[src/rtl/wb_bus_ctrl_if.sv]
// wb_bus_ctrl_if
//   Bundles the CPU-side and peripheral-side Wishbone signals of the
//   single-master interconnect.
//   modport slave  : the interconnect's view (CPU request in, slave strobes out)
//   modport master : the environment's view (CPU master plus peripheral models)
//   m_*_i  CPU request (cyc, stb, we, sel, addr, write data)
//   m_*_o  CPU response (read data, ack, err)
//   s_*_o  per-slave cyc/stb and broadcast we/sel/addr/write data
//   s_*_i  packed slave read data and per-slave acks
interface wb_bus_ctrl_if #(
  parameter int NUM_SLAVES = 8,
  parameter int DATA_WIDTH = 32,
  parameter int ADDR_WIDTH = 32
);
  logic                             m_cyc_i;
  logic                             m_stb_i;
  logic                             m_we_i;
  logic [DATA_WIDTH/8-1:0]          m_sel_i;
  logic [ADDR_WIDTH-1:0]            m_addr_i;
  logic [DATA_WIDTH-1:0]            m_data_i;
  logic [DATA_WIDTH-1:0]            m_data_o;
  logic                             m_ack_o;
  logic                             m_err_o;
  logic [NUM_SLAVES-1:0]            s_cyc_o;
  logic [NUM_SLAVES-1:0]            s_stb_o;
  logic                             s_we_o;
  logic [DATA_WIDTH/8-1:0]          s_sel_o;
  logic [ADDR_WIDTH-1:0]            s_addr_o;
  logic [DATA_WIDTH-1:0]            s_data_o;
  logic [NUM_SLAVES*DATA_WIDTH-1:0] s_data_i;
  logic [NUM_SLAVES-1:0]            s_ack_i;

  modport slave (
    input  m_cyc_i, m_stb_i, m_we_i, m_sel_i, m_addr_i, m_data_i,
    output m_data_o, m_ack_o, m_err_o,
    output s_cyc_o, s_stb_o, s_we_o, s_sel_o, s_addr_o, s_data_o,
    input  s_data_i, s_ack_i
  );

  modport master (
    output m_cyc_i, m_stb_i, m_we_i, m_sel_i, m_addr_i, m_data_i,
    input  m_data_o, m_ack_o, m_err_o,
    input  s_cyc_o, s_stb_o, s_we_o, s_sel_o, s_addr_o, s_data_o,
    output s_data_i, s_ack_i
  );
endinterface

[src/rtl/wb_bus_ctrl.sv]
// wb_bus_ctrl
//   Single-master Wishbone interconnect. The slave index is decoded from
//   addr[DEC_MSB:DEC_LSB]; mapped requests strobe exactly one slave with
//   registered cyc/stb, unmapped requests and slaves that never ack within
//   TIMEOUT cycles are answered with a one-cycle error pulse.
//   clk  : system clock, rising edge
//   rst  : asynchronous reset, active-high
//   bus  : wb_bus_ctrl_if.slave (CPU request/response, per-slave strobes,
//          broadcast we/sel/addr/data, packed slave read data and acks)
//
//   state | meaning
//   IDLE  | waiting for m_cyc_i & m_stb_i, request latched on accept
//   BUSY  | selected slave strobed, waiting for its ack or the timeout
//   DONE  | one-cycle m_ack_o or m_err_o pulse to the master
module wb_bus_ctrl #(
  parameter int NUM_SLAVES = 8,
  parameter int DATA_WIDTH = 32,
  parameter int ADDR_WIDTH = 32,
  parameter int DEC_MSB    = 31,
  parameter int DEC_LSB    = 28,
  parameter int TIMEOUT    = 255
) (
  input  logic           clk,
  input  logic           rst,
  wb_bus_ctrl_if.slave   bus
);

  localparam int SEL_W = DATA_WIDTH / 8;
  localparam int IDX_W = DEC_MSB - DEC_LSB + 1;
  localparam int CNT_W = $clog2(TIMEOUT + 1);
  localparam logic [CNT_W-1:0] CNT_TC = CNT_W'(TIMEOUT - 1);

  typedef enum logic [1:0] {
    ST_IDLE,
    ST_BUSY,
    ST_DONE
  } state_t;

  state_t                state_q, state_d;
  logic [IDX_W-1:0]      idx_q, idx_d;
  logic [NUM_SLAVES-1:0] cyc_q, cyc_d;
  logic [CNT_W-1:0]      cnt_q, cnt_d;
  logic                  we_q, we_d;
  logic [SEL_W-1:0]      sel_q, sel_d;
  logic [ADDR_WIDTH-1:0] addr_q, addr_d;
  logic [DATA_WIDTH-1:0] wdata_q, wdata_d;
  logic [DATA_WIDTH-1:0] rdata_q, rdata_d;
  logic                  ack_q, ack_d;
  logic                  err_q, err_d;

  logic [IDX_W-1:0]      req_idx;
  logic                  req_hit;
  logic [NUM_SLAVES-1:0] req_onehot;
  logic                  slv_ack;
  logic [DATA_WIDTH-1:0] slv_rdata;

  assign req_idx = bus.m_addr_i[DEC_MSB:DEC_LSB];
  assign req_hit = ({1'b0, req_idx} < (IDX_W + 1)'(NUM_SLAVES));
  // cyc_q is one-hot on the selected slave, so masking filters stray acks
  assign slv_ack = |(bus.s_ack_i & cyc_q);

  always_comb begin
    req_onehot = '0;
    slv_rdata  = '0;
    for (int k = 0; k < NUM_SLAVES; k++) begin
      req_onehot[k] = (req_idx == IDX_W'(k));
      if (idx_q == IDX_W'(k)) begin
        slv_rdata = bus.s_data_i[k*DATA_WIDTH +: DATA_WIDTH];
      end
    end
  end

  always_ff @(posedge clk or posedge rst) begin
    if (rst) begin
      state_q <= ST_IDLE;
    end else begin
      state_q <= state_d;
    end
  end

  always_comb begin
    state_d = state_q;
    idx_d   = idx_q;
    cyc_d   = cyc_q;
    cnt_d   = cnt_q;
    we_d    = we_q;
    sel_d   = sel_q;
    addr_d  = addr_q;
    wdata_d = wdata_q;
    rdata_d = rdata_q;
    ack_d   = 1'b0;
    err_d   = 1'b0;
    case (state_q)
      ST_IDLE: begin
        if (bus.m_cyc_i && bus.m_stb_i) begin
          idx_d   = req_idx;
          we_d    = bus.m_we_i;
          sel_d   = bus.m_sel_i;
          addr_d  = bus.m_addr_i;
          wdata_d = bus.m_data_i;
          cnt_d   = '0;
          if (req_hit) begin
            cyc_d   = req_onehot;
            state_d = ST_BUSY;
          end else begin
            err_d   = 1'b1;
            state_d = ST_DONE;
          end
        end
      end
      ST_BUSY: begin
        if (!bus.m_cyc_i) begin
          // master abandoned the cycle: no response is owed
          cyc_d   = '0;
          state_d = ST_IDLE;
        end else if (slv_ack) begin
          if (!we_q) begin
            rdata_d = slv_rdata;
          end
          cyc_d   = '0;
          ack_d   = 1'b1;
          state_d = ST_DONE;
        end else if (cnt_q == CNT_TC) begin
          cyc_d   = '0;
          err_d   = 1'b1;
          state_d = ST_DONE;
        end else begin
          cnt_d = cnt_q + 1'b1;
        end
      end
      ST_DONE: begin
        state_d = ST_IDLE;
      end
      default: begin
        cyc_d   = '0;
        state_d = ST_IDLE;
      end
    endcase
  end

  always_ff @(posedge clk or posedge rst) begin
    if (rst) begin
      idx_q   <= '0;
      cyc_q   <= '0;
      cnt_q   <= '0;
      we_q    <= 1'b0;
      sel_q   <= '0;
      addr_q  <= '0;
      wdata_q <= '0;
      rdata_q <= '0;
      ack_q   <= 1'b0;
      err_q   <= 1'b0;
    end else begin
      idx_q   <= idx_d;
      cyc_q   <= cyc_d;
      cnt_q   <= cnt_d;
      we_q    <= we_d;
      sel_q   <= sel_d;
      addr_q  <= addr_d;
      wdata_q <= wdata_d;
      rdata_q <= rdata_d;
      ack_q   <= ack_d;
      err_q   <= err_d;
    end
  end

  assign bus.m_data_o = rdata_q;
  assign bus.m_ack_o  = ack_q;
  assign bus.m_err_o  = err_q;
  assign bus.s_cyc_o  = cyc_q;
  assign bus.s_stb_o  = cyc_q;
  assign bus.s_we_o   = we_q;
  assign bus.s_sel_o  = sel_q;
  assign bus.s_addr_o = addr_q;
  assign bus.s_data_o = wdata_q;

endmodule

[src/flat_wrapper.sv]
// flat-port wrapper written by rule: the top's interface ports become plain ports
module wb_bus_ctrl_flat 
#(
  parameter int NUM_SLAVES = 8,
  parameter int DATA_WIDTH = 32,
  parameter int ADDR_WIDTH = 32,
  parameter int DEC_MSB    = 31,
  parameter int DEC_LSB    = 28,
  parameter int TIMEOUT    = 255
)
  (clk, rst, bus_m_cyc_i, bus_m_stb_i, bus_m_we_i, bus_m_sel_i, bus_m_addr_i, bus_m_data_i, bus_m_data_o, bus_m_ack_o, bus_m_err_o, bus_s_cyc_o, bus_s_stb_o, bus_s_we_o, bus_s_sel_o, bus_s_addr_o, bus_s_data_o, bus_s_data_i, bus_s_ack_i);
  wb_bus_ctrl_if #(.NUM_SLAVES(NUM_SLAVES), .DATA_WIDTH(DATA_WIDTH), .ADDR_WIDTH(ADDR_WIDTH)) bus_i ();
  input  logic clk;
  input  logic rst;
  input wire logic [$bits(bus_i.m_cyc_i)-1:0] bus_m_cyc_i;
  input wire logic [$bits(bus_i.m_stb_i)-1:0] bus_m_stb_i;
  input wire logic [$bits(bus_i.m_we_i)-1:0] bus_m_we_i;
  input wire logic [$bits(bus_i.m_sel_i)-1:0] bus_m_sel_i;
  input wire logic [$bits(bus_i.m_addr_i)-1:0] bus_m_addr_i;
  input wire logic [$bits(bus_i.m_data_i)-1:0] bus_m_data_i;
  output wire logic [$bits(bus_i.m_data_o)-1:0] bus_m_data_o;
  output wire logic [$bits(bus_i.m_ack_o)-1:0] bus_m_ack_o;
  output wire logic [$bits(bus_i.m_err_o)-1:0] bus_m_err_o;
  output wire logic [$bits(bus_i.s_cyc_o)-1:0] bus_s_cyc_o;
  output wire logic [$bits(bus_i.s_stb_o)-1:0] bus_s_stb_o;
  output wire logic [$bits(bus_i.s_we_o)-1:0] bus_s_we_o;
  output wire logic [$bits(bus_i.s_sel_o)-1:0] bus_s_sel_o;
  output wire logic [$bits(bus_i.s_addr_o)-1:0] bus_s_addr_o;
  output wire logic [$bits(bus_i.s_data_o)-1:0] bus_s_data_o;
  input wire logic [$bits(bus_i.s_data_i)-1:0] bus_s_data_i;
  input wire logic [$bits(bus_i.s_ack_i)-1:0] bus_s_ack_i;
  assign bus_i.m_cyc_i = bus_m_cyc_i;
  assign bus_i.m_stb_i = bus_m_stb_i;
  assign bus_i.m_we_i = bus_m_we_i;
  assign bus_i.m_sel_i = bus_m_sel_i;
  assign bus_i.m_addr_i = bus_m_addr_i;
  assign bus_i.m_data_i = bus_m_data_i;
  assign bus_m_data_o = bus_i.m_data_o;
  assign bus_m_ack_o = bus_i.m_ack_o;
  assign bus_m_err_o = bus_i.m_err_o;
  assign bus_s_cyc_o = bus_i.s_cyc_o;
  assign bus_s_stb_o = bus_i.s_stb_o;
  assign bus_s_we_o = bus_i.s_we_o;
  assign bus_s_sel_o = bus_i.s_sel_o;
  assign bus_s_addr_o = bus_i.s_addr_o;
  assign bus_s_data_o = bus_i.s_data_o;
  assign bus_i.s_data_i = bus_s_data_i;
  assign bus_i.s_ack_i = bus_s_ack_i;
  wb_bus_ctrl #(.NUM_SLAVES(NUM_SLAVES), .DATA_WIDTH(DATA_WIDTH), .ADDR_WIDTH(ADDR_WIDTH), .DEC_MSB(DEC_MSB), .DEC_LSB(DEC_LSB), .TIMEOUT(TIMEOUT)) u_core (.clk(clk), .rst(rst), .bus(bus_i));
endmodule
[config.mk]
export PLATFORM = sky130hd
export DESIGN_NAME = wb_bus_ctrl_flat
export DESIGN_NICKNAME = d
export VERILOG_FILES = /design/src/rtl/wb_bus_ctrl_if.sv /design/src/rtl/wb_bus_ctrl.sv /design/src/flat_wrapper.sv
export SDC_FILE = /design/constraint.sdc
export NUM_CORES = 1
export LEC_CHECK = 0
export ABC_AREA = 1
export CAP_MARGIN = 20
export CORE_AREA = 2 2 178 180
export CTS_CLUSTER_DIAMETER = 60
export DETAILED_ROUTE_END_ITERATION = 16
export DIE_AREA = 0 0 180 182
export PLACE_DENSITY = 0.65
export SYNTH_ARGS = -nofsm -noshare
export SYNTH_HDL_FRONTEND = slang
export SYNTH_SLANG_ARGS = --single-unit
[constraint.sdc]
create_clock -name clk -period 4.5 [get_ports clk]
set_clock_uncertainty 0.1 [all_clocks]
set_input_delay 0.9 -clock clk [delete_from_list [all_inputs] [get_ports clk]]
set_output_delay 0.9 -clock clk [all_outputs]
set_load 0.02 [all_outputs]
==> impl_metrics.py <==
metrics = {
    "critical_path": {
        "startpoint_type": "input port",
        "worstPathArrival_ns": 3.04,
        "r2r-end": "u_core.bus.m_data_o[14]",
        "r2r-start": "u_core.state_q[1]",
        "crit_path_end_kind": "flip-flop",
        "cp.required_ns": 4.70,
        "rr_worst_depth": 8,
        "cp_max_fo": 57,
        "rrSetupSlack_ns": 1.93,
        "crit_type": "input port to flip-flop",
    },
    "clock_network": {
        "clockBufferDepth": 2,
        "cts-root-buf": "clkbuf_16",
        "ctsResizeCount": 0,
        "postCtsHoldBufs": 0,
        "postCtsSetupBuffers": 0,
        "htreeDepth": 4,
        "clkSinkCount": 121,
        "cts_tree": "yes",
        "cts.clk_slew.worst_paths_ns": 0.07,
        "clk_latency_ns": 0.42,
        "cts_buffers": 17,
    },
    "cells_and_area": {
        "seq_area_um2": 3028,
        "multi_input_area_um2": 3412,
        "nNetsFinal": 1801,
        "final_common_cell": "clkdlybuf4s50_1",
        "final.fill_count": 3133,
        "drive_gt1_share_pct": 4.203,
        "final_cell_mix": "clkdlybuf4s50_1, nand2_1, nand3_1",
        "area_growth_pct": 78.61,
    },
    "sta": {
        "finalCriticalPeriod_ns": 2.844,
        "finalSetupTns_ns": 0,
        "tightest_slew_ns": 1.061,
        "timing.final.crit_share_pct": 63.21,
        "fmax_mhz": 351.6,
        "hold_viol": 0,
        "setup_viol": 0,
        "relSlewSlack_pct": 29.09,
        "rsz0062_at_grt": "no",
        "slew_viol_final": 0,
    },
    "detailed_routing": {
        "wirelength_um": 33790,
        "wl_per_cell_um": 17.95,
        "drt-pass1-iter-count": 5,
        "ant_nets": 0,
        "post-route-drc-count": 0,
        "vias_per_cell": 4.575,
        "via_count": 8610,
        "drtIter0Drc": 512,
    },
    "grt": {
        "antenna_found_initial": 6,
        "grt_pass1_wl_um": 50600,
        "grt_max_degree": 97,
        "grt_usage_pct": 20.04,
        "grt_pass1_vias": 8620,
        "overflow": 0,
    },
    "die": {
        "placementRows": 65,
        "dieHeight_um": 182,
        "core_area_um2": 30990,
        "die_x_um": 180,
        "initial_utilization_pct": 22.65,
        "die_area_um2": 32760,
        "pin_count": 456,
    },
    "worst_hold_path": {
        "hold_depth": 2,
        "hold_path_end": "u_core.bus.s_addr_o[12]",
        "hold_start": "u_core.bus.s_addr_o[12]",
        "hp-class": "flip-flop to flip-flop",
    },
    "power": {
        "power.density_nw_per_um2": 455.1,
        "p_int_mw": 3.331,
        "p_total_mw": 5.704,
        "swShare_pct": 41.60,
        "p_seq_share_pct": 28.3,
        "p_switching_mw": 2.373,
        "vdd_drop_max_mv": 0.2351,
        "power_frac_comb_pct": 46.3,
        "clockPowerShare_pct": 25.4,
        "leakage_nw": 5.788,
    },
    "status": {
        "status": "complete, no violations",
    },
    "placement": {
        "gp_congestion": 0.8951,
        "port_buffers": 455,
        "hpwl_um": 24930,
    },
    "yosys": {
        "synth_cell_types": 24,
        "netlist_area_um2": 7018,
        "synth.largest_area_cell": "dfrtp_1",
        "yosysSeqAreaShare_pct": 43.14,
        "ys_warn_count": 0,
        "synth_area_leaders": "dfrtp_1, nand2_1, nand3_1, nor2_1, inv_1",
        "syn_inst": 1044,
        "syn_nets": 1383,
        "ys_ff_latch": 121,
        "yosys.area.top_type_share_pct": 43.14,
        "syn_avg_cell_area_um2": 6.722,
    },
    "job": {
        "drv_cap": 0,
    },
}
[cells in the mapped netlist]
| library cell | n |
|---|---|
| a21oi_1 | 51 |
| a21oi_4 | 1 |
| buf_2 | 15 |
| buf_4 | 8 |
| buf_6 | 1 |
| clkbuf_1 | 43 |
| clkinv_1 | 1 |
| dfrtp_1 | 121 |
| ha_1 | 2 |
| inv_1 | 82 |
| inv_2 | 4 |
| nand2_1 | 398 |
| nand2_2 | 2 |
| nand3_1 | 146 |
| nand3_2 | 1 |
| nand4_1 | 43 |
| nor2_1 | 93 |
| nor2_2 | 2 |
| nor3_1 | 4 |
| nor3_2 | 1 |
| o21ai_0 | 17 |
| o21bai_1 | 1 |
| o31ai_1 | 2 |
| xor2_1 | 5 |
[through the flow]
step	worst slack [ns]	instance area (µm²)	hold WS [ns]	std cells	util [%]
floorplan	0.2858	7018	0.4138	1044	-
global placement	1.295	11920	0.3524	1845	38.47
detailed placement	1.184	11920	0.3574	1845	38.47
CTS	1.610	12520	0.3750	1877	40.41
global route	1.436	12530	0.3930	1882	40.45
finish	1.656	12530	0.3702	1882	40.45
[cell type report]
type	instances	area share [%]
Timing Repair Buffer	466	37.09
Tap cell	402	4.013
Sequential cell	121	24.16
Clock inverter	15	1.397
Inverter	87	2.625
Clock buffer	17	3.394
Multi-Input combinational cell	769	27.22
Antenna cell	5	0.09982
[power groups by stage]
stage	combinational [mW]	sequential (mW)	clock (mW)
after global routing	2.85	1.66	1.55
after detailed placement	2.67	1.63	0
final	2.64	1.62	1.45
after global placement	2.65	1.62	0
after floorplan	0.908	1.98	0
after CTS	2.68	1.61	1.50
[critical path: stages]
cell             delay (ns)
clkdlybuf4s50_1        0.39
nand2_1                0.07
nand2_1                0.09
nor2_1                 0.26
a21oi_4                0.08
buf_4                  0.20
nand2_2                0.77
a21oi_1                0.08
nand2_1                0.10
nand2_1                0.07
[routing by layer]
| metal | up-vias | part of all wire [%] | track usage, % |
|---|---|---|---|
| met4 | 0 | 2.9 | 8.650 |
| li1 | 4164 | - | - |
| met3 | 52 | 8.0 | 4.934 |
| met1 | 3956 | 41 | 24.25 |
| met2 | 438 | 48 | 33.85 |
| met5 | - | 0 | 0 |
[worst max-delay path by stage]
stage | startpoint | end | slack, ns | depth (start not counted)
finish | bus_s_ack_i[1] | u_core.bus.m_data_o[14] | 1.66 | 10
global route | bus_s_ack_i[6] | u_core.bus.m_data_o[14] | 1.44 | 10
CTS | u_core.bus.s_addr_o[29] | bus_s_addr_o[29] | 1.61 | 1
detailed placement | bus_s_ack_i[1] | u_core.bus.m_data_o[21] | 1.18 | 10
global placement | bus_s_ack_i[6] | u_core.bus.m_data_o[28] | 1.29 | 10
floorplan | rst | u_core.bus.m_ack_o | 0.29 | 1
[state kept, by name (all words and copies together) (netlist names)]
| name | count |
|---|---|
| u_core.bus.s_data_o | 32 |
| u_core.bus.m_ack_o | 1 |
| u_core.cnt_q | 8 |
| u_core.bus.m_data_o | 32 |
| u_core.idx_q | 1 |
| u_core.bus.s_addr_o | 31 |
| u_core.bus.s_sel_o | 4 |
| u_core.bus.s_we_o | 1 |
| u_core.state_q | 2 |
| u_core.bus.m_err_o | 1 |
| u_core.bus.s_cyc_o | 8 |
[cells by family after synthesis]
family                   Yosys count  share of synthesized area, %
XOR/XNOR                           5                        0.6240
buffers and inverters            154                         9.039
adder cells (fa/ha/maj)            2                        0.3565
AND/OR/NAND/NOR                  690                         41.43
flip-flops                       121                         43.14
AO/OA/AOI/OAI                     72                         5.402
Note: power is estimated with default switching activity, not from simulation.
